<file path="src/rtl/tmds_encoder_dvi_if.sv">
// Pixel-side bundle of one TMDS channel encoder: the selection and payload
// going in, plus the encoded symbol and running disparity coming out.
interface tmds_encoder_dvi_if #(
    parameter int DISPW = 5
);
    logic                    de;
    logic [7:0]              data_in;
    logic [1:0]              ctrl_in;
    logic [9:0]              tmds;
    logic signed [DISPW-1:0] disparity;

    // Colour/sync logic side: drives the pixel stream, observes symbols.
    modport master (
        output de,
        output data_in,
        output ctrl_in,
        input  tmds,
        input  disparity
    );

    // Encoder side.
    modport slave (
        input  de,
        input  data_in,
        input  ctrl_in,
        output tmds,
        output disparity
    );
endinterface

</file>
<file path="src/rtl/tmds_encoder_dvi.sv">
// DVI 1.0 TMDS encoder for a single channel. Each pixel clock it turns either
// an 8-bit colour component (de=1) or a 2-bit control code (de=0) into a
// 10-bit symbol, keeping a signed running disparity so the serial line stays
// DC balanced. One registered stage: inputs at edge N show up after edge N.
module tmds_encoder_dvi #(
    parameter int DISPW = 5
) (
    input  logic             clk_pix,
    input  logic             rst,
    tmds_encoder_dvi_if.slave bus
);

    // Disparity arithmetic runs two bits wider than the stored counter so a
    // result that would not fit DISPW bits is still visible to the overflow check.
    localparam int CW      = DISPW + 2;
    localparam int CNT_MAX = (2 ** (DISPW - 1)) - 1;
    localparam int CNT_MIN = -(2 ** (DISPW - 1));

    localparam logic signed [CW-1:0] TWO   = CW'(2);
    localparam logic signed [CW-1:0] EIGHT = CW'(8);

    localparam logic [9:0] SYM_CTRL_00 = 10'b1101010100;
    localparam logic [9:0] SYM_CTRL_01 = 10'b0010101011;
    localparam logic [9:0] SYM_CTRL_10 = 10'b0101010100;
    localparam logic [9:0] SYM_CTRL_11 = 10'b1010101011;

    function automatic logic [3:0] ones8(input logic [7:0] v);
        logic [3:0] n;
        n = 4'd0;
        for (int i = 0; i < 8; i++) begin
            n = n + {3'b000, v[i]};
        end
        return n;
    endfunction

    // Transition-minimised word: bit 8 records XOR (1) versus XNOR (0) chaining.
    function automatic logic [8:0] minimise(input logic [7:0] v);
        logic [8:0] q;
        logic [3:0] n;
        logic       use_xnor;
        n        = ones8(v);
        use_xnor = (n > 4'd4) || ((n == 4'd4) && !v[0]);
        q[0]     = v[0];
        for (int i = 1; i < 8; i++) begin
            q[i] = use_xnor ? ~(q[i-1] ^ v[i]) : (q[i-1] ^ v[i]);
        end
        q[8] = ~use_xnor;
        return q;
    endfunction

    function automatic logic [9:0] ctrl_symbol(input logic [1:0] c);
        logic [9:0] s;
        case (c)
            2'b00:   s = SYM_CTRL_00;
            2'b01:   s = SYM_CTRL_01;
            2'b10:   s = SYM_CTRL_10;
            default: s = SYM_CTRL_11;
        endcase
        return s;
    endfunction

    logic [8:0]             q_m_p0;
    logic [3:0]             n1_p0;
    logic signed [CW-1:0]   d_p0;
    logic signed [CW-1:0]   cnt_p0;
    logic signed [CW-1:0]   cnt_next_p0;
    logic signed [CW-1:0]   qm8_two_p0;
    logic signed [CW-1:0]   nqm8_two_p0;
    logic                   cnt_pos_p0;
    logic                   cnt_neg_p0;
    logic                   d_pos_p0;
    logic                   d_neg_p0;
    logic [9:0]             sym_p0;

    logic [9:0]             tmds_p1;
    logic signed [DISPW-1:0] disp_p1;

    // ---- stage p0: minimise transitions, then pick the DC-balance case ----
    always_comb begin
        q_m_p0      = minimise(bus.data_in);
        n1_p0       = ones8(q_m_p0[7:0]);
        // d = n1 - n0 = 2*n1 - 8
        d_p0        = $signed({{(CW-5){1'b0}}, n1_p0, 1'b0}) - EIGHT;
        cnt_p0      = {{2{disp_p1[DISPW-1]}}, disp_p1};
        qm8_two_p0  = q_m_p0[8] ? TWO : '0;
        nqm8_two_p0 = q_m_p0[8] ? '0 : TWO;
        cnt_pos_p0  = !cnt_p0[CW-1] && (cnt_p0 != '0);
        cnt_neg_p0  = cnt_p0[CW-1];
        d_pos_p0    = !d_p0[CW-1] && (d_p0 != '0);
        d_neg_p0    = d_p0[CW-1];
        sym_p0      = '0;
        cnt_next_p0 = cnt_p0;
        if ((cnt_p0 == '0) || (d_p0 == '0)) begin
            sym_p0      = {~q_m_p0[8], q_m_p0[8], q_m_p0[8] ? q_m_p0[7:0] : ~q_m_p0[7:0]};
            cnt_next_p0 = q_m_p0[8] ? (cnt_p0 + d_p0) : (cnt_p0 - d_p0);
        end else if ((cnt_pos_p0 && d_pos_p0) || (cnt_neg_p0 && d_neg_p0)) begin
            // Same sign as the running disparity: invert to pull back toward zero.
            sym_p0      = {1'b1, q_m_p0[8], ~q_m_p0[7:0]};
            cnt_next_p0 = cnt_p0 + qm8_two_p0 - d_p0;
        end else begin
            sym_p0      = {1'b0, q_m_p0[8], q_m_p0[7:0]};
            cnt_next_p0 = cnt_p0 + d_p0 - nqm8_two_p0;
        end
    end

    // ---- stage p1: register symbol and disparity; control periods clear disparity ----
    always_ff @(posedge clk_pix or posedge rst) begin
        if (rst) begin
            tmds_p1 <= SYM_CTRL_00;
            disp_p1 <= '0;
        end else if (bus.de) begin
            tmds_p1 <= sym_p0;
            disp_p1 <= cnt_next_p0[DISPW-1:0];
        end else begin
            tmds_p1 <= ctrl_symbol(bus.ctrl_in);
            disp_p1 <= '0;
        end
    end

    assign bus.tmds      = tmds_p1;
    assign bus.disparity = disp_p1;

    // The balance algorithm keeps |disparity| <= 10; not fitting DISPW bits is a design error.
    a_disparity_fits : assert property (@(posedge clk_pix) disable iff (rst)
        !bus.de || ((int'(cnt_next_p0) <= CNT_MAX) && (int'(cnt_next_p0) >= CNT_MIN)))
        else $error("tmds_encoder_dvi: running disparity overflow");

endmodule

</file>
<file path="src/flat_wrapper.sv">
// flat-port wrapper written by rule: the top's interface ports become plain ports
module tmds_encoder_dvi_flat 
#(
    parameter int DISPW = 5
)
  (clk_pix, rst, bus_de, bus_data_in, bus_ctrl_in, bus_tmds, bus_disparity);
  tmds_encoder_dvi_if #(.DISPW(DISPW)) bus_i ();
  input  logic clk_pix;
  input  logic rst;
  input wire logic [$bits(bus_i.de)-1:0] bus_de;
  input wire logic [$bits(bus_i.data_in)-1:0] bus_data_in;
  input wire logic [$bits(bus_i.ctrl_in)-1:0] bus_ctrl_in;
  output wire logic [$bits(bus_i.tmds)-1:0] bus_tmds;
  output wire logic [$bits(bus_i.disparity)-1:0] bus_disparity;
  assign bus_i.de = bus_de;
  assign bus_i.data_in = bus_data_in;
  assign bus_i.ctrl_in = bus_ctrl_in;
  assign bus_tmds = bus_i.tmds;
  assign bus_disparity = bus_i.disparity;
  tmds_encoder_dvi #(.DISPW(DISPW)) u_core (.clk_pix(clk_pix), .rst(rst), .bus(bus_i));
endmodule
</file>
<file path="config.mk">
export PLATFORM = sky130hd
export DESIGN_NAME = tmds_encoder_dvi_flat
export DESIGN_NICKNAME = d
export VERILOG_FILES = /design/src/rtl/tmds_encoder_dvi_if.sv /design/src/rtl/tmds_encoder_dvi.sv /design/src/flat_wrapper.sv
export SDC_FILE = /design/constraint.sdc
export NUM_CORES = 1
export LEC_CHECK = 0
export ABC_CLOCK_PERIOD_IN_PS = 2800
export BUFFER_PORTS_ARGS = -buffer_cell sky130_fd_sc_hd__buf_2
export CORE_UTILIZATION = 55
export DETAILED_ROUTE_END_ITERATION = 7
export GPL_ROUTABILITY_DRIVEN = 0
export PLACE_DENSITY = 0.78
export SLEW_MARGIN = 20
export SYNTH_ARGS = -nofsm -noshare
export SYNTH_HDL_FRONTEND = slang
export SYNTH_SLANG_ARGS = --single-unit
export TNS_END_PERCENT = 1
</file>
<file path="constraint.sdc">
create_clock -name clk_pix -period 2.8 [get_ports clk_pix]
set_input_delay 0 -clock clk_pix [delete_from_list [all_inputs] [get_ports clk_pix]]
set_output_delay 0 -clock clk_pix [all_outputs]
set_load 0.02 [all_outputs]
</file>
==> impl_metrics.tcl <==
set metrics [dict create \
    status "finished, violations left" \
    failed_checks "negative setup slack" \
    grt_start_max_net_pins 18 \
    timing.final.ws_setup_ns -3.68 \
    placed_cells 300 \
    clock_latency_ns 0.28 \
    core_um2 3150 \
    start_util_pct 59.5 \
    grt_pass1_wl_um 7310 \
    fill_cells 201 \
    postSynthNetCount 239 \
    area_growth_syn_to_layout_pct 38.3 \
    die_w_um 60.4 \
    setup_viol 14 \
    die_area_um2 3650 \
    critPathLaunchType "input pin" \
    ys_types 43 \
    layout.cells.non_filler 311 \
    grt_pass1_vias 1653 \
    cp_slowest_cell "fa_1" \
    syn_inst 190 \
    first_pass_iters 4 \
    htree_levels 1 \
    cts_tree "done" \
    drive_above_1_share_pct 46.1 \
    io_pins 28 \
    wl_per_cell_um 15.3 \
    report.final.hold_viol_count 0 \
    clkTransAtPathRegs_ns 0.08 \
    cap_violations 0 \
    diodes 0 \
    dp_hpwl_um 3690 \
    rsz0062_at_grt "true" \
    fin_nets 317 \
    avgSynthCellArea_um2 9.88 \
    final_util_pct 82.3 \
    dpl_cell_area_um2 2400 \
    timing.final.max_slew_violations 0 \
    crit_fanout 3 \
    max_freq_ghz 0.154 \
    cpPeakStageDelay_ns 0.51 \
    grtUsageTotal_pct 26.9 \
    viasPerCell 5.28 \
    post-route-period-util_pct 231 \
    synth_edf_count 0 \
    synth_seq_area_share_pct 19.0 \
    finalClockSkew_ns 0.00391 \
    setup.worst_path.end_class "flip-flop" \
    cp_top_family "adder cells" \
    cts_buffer_depth 2 \
    required_ns 3.00 \
    antenna_found_initial 0 \
    synth_warnings 0 \
    period_minus_slack_ns 6.48 \
    cts_root_buf "clkbuf_4" \
    cp_num_buf_inv 8 \
    grt_overflow 0 \
    slew_headroom_pct 63.3 \
    worstSetupPathType "in2reg" \
    synth_top_flop_cell "dfrtp_1" \
    port_buffers 26 \
    hold_class "in2reg" \
    arrival_ns 6.68 \
    synth_seq_cells 14 \
    cts.sinks 14 \
    drtAntennaViolNets 0 \
    drtIter0Drc 130 \
    drc 0 \
    vias 1641 \
    synth_area_um2 1880 \
    die_h_um 60.4 \
    cts_buffers 3 \
    tightest_slew_ns 0.550 \
    num_rows 20 \
    synthArstFlopShare_pct 100 \
    fin_area_um2 2600 \
    wirelength_um 4750 \
]
layout by cell type (no fill, tap or decap), types with 6 or more instances in the layout:
| master | instances |
|---|---|
| buf_4 | 49 |
| inv_1 | 26 |
| nand2_1 | 6 |
| ha_1 | 19 |
| xor2_1 | 7 |
| a21oi_1 | 11 |
| xnor2_2 | 6 |
| fa_1 | 7 |
| fa_2 | 6 |
| mux2i_1 | 10 |
| dfrtp_1 | 9 |
| xnor2_1 | 14 |
| buf_2 | 26 |
timing repair:
| item | 4_1_cts | 5_1_grt |
|---|---|---|
| setup buffers | 3 | 3 |
| resized for setup | 12 | 10 |
| pin swaps | 11 | 10 |
| hold buffers | 1 | 0 |
| setup endpoints to repair | 14 | 14 |
| endpoints found under the hold margin | 9 | 0 |
state kept, by name (all words and copies together) (netlist names):
register,cells
u_core.bus.tmds,10
u_core.bus.disparity,4
cells in the mapped netlist, drive strengths merged (5+ instances only):
cell type / n / share of area, %
fa: 13 / 14
inv: 30 / 6.0
nor3: 6 / 1.6
ha: 23 / 15
mux2i: 10 / 5.3
nand2: 7 / 1.5
dfrtp: 9 / 12
nor2: 5 / 1.0
dfstp: 5 / 7.0
xnor2: 21 / 11
a21o: 5 / 2.0
a21oi: 13 / 3.5
xor2: 7 / 3.3
worst register-to-register path, delay by kind of cell, from the launching register on:
kind	cells	cell delay, ns
AOI/OAI and AO/OA	2	0.21
xor gates and xnor gates	1	0.14
adders and majority gates	3	0.93
buffers and inverters	2	0.26
DFF	1	0.45
muxes	1	0.27
and+or+nand+nor	1	0.19
layer usage:
layer,global-route usage [%],wire (um),vias to the layer above
met5,0,0,-
met4,8.44,104,0
met3,1.71,188,13
met2,49.6,2450,68
met1,33.5,2010,774
li1,-,-,786
layout make-up:
type / count / area (um2) / area share, %
timing repair buffer: 78 / 539 / 20.8
tap: 44 / 55.1 / 2.12
clock buffer: 4 / 36.3 / 1.40
sequential: 14 / 357 / 13.7
inverter: 30 / 113 / 4.34
multi-input combinational: 141 / 1500 / 57.6
cells by family (layout without fill, tap and decap cells):
logic type	count (synthesis)	after routing	synth area share, %
fa+ha+maj	36	36	29.2
simple gates	35	35	11.9
buf+inv	35	112	7.40
compound gates	29	29	10.4
xor+xnor	29	29	15.9
flops	14	14	19.0
mux	11	11	5.93
other cells	1	1	0.200
path summary, 6_finish.rpt:
check                                                       start                                end  slack, ns  cells past startpoint
worst max-delay path                               bus_data_in[0]  u_core.bus.disparity[4]$_DFF_PP0_      -3.68                     28
max in group asynchronous                                     rst       u_core.bus.tmds[6]$_DFF_PP1_       2.15                      3
worst min-delay path                               bus_ctrl_in[1]       u_core.bus.tmds[9]$_DFF_PP1_       0.09                      4
worst min register to register  u_core.bus.disparity[4]$_DFF_PP0_  u_core.bus.disparity[1]$_DFF_PP0_       0.86                      1
worst max register to register  u_core.bus.disparity[1]$_DFF_PP0_  u_core.bus.disparity[3]$_DFF_PP0_       0.24                     10
min in group asynchronous                                     rst       u_core.bus.tmds[3]$_DFF_PP0_       0.29                      3
per-stage QoR:
stage | setup slack [ns] | setup TNS, ns | hold slack [ns]
finish | -3.68 | -44.57 | 0.0886
global route | -3.89 | -47.60 | 0.105
CTS | -3.62 | -43.66 | 0.0842
detailed placement | -3.91 | -49.10 | 0.0449
global placement | -3.69 | -45.11 | 0.0267
floorplan | -3.77 | -47.43 | -0.114
Power is not shown: default switching activity piles up to over one toggle a cycle in this logic, so the estimate is an artifact.
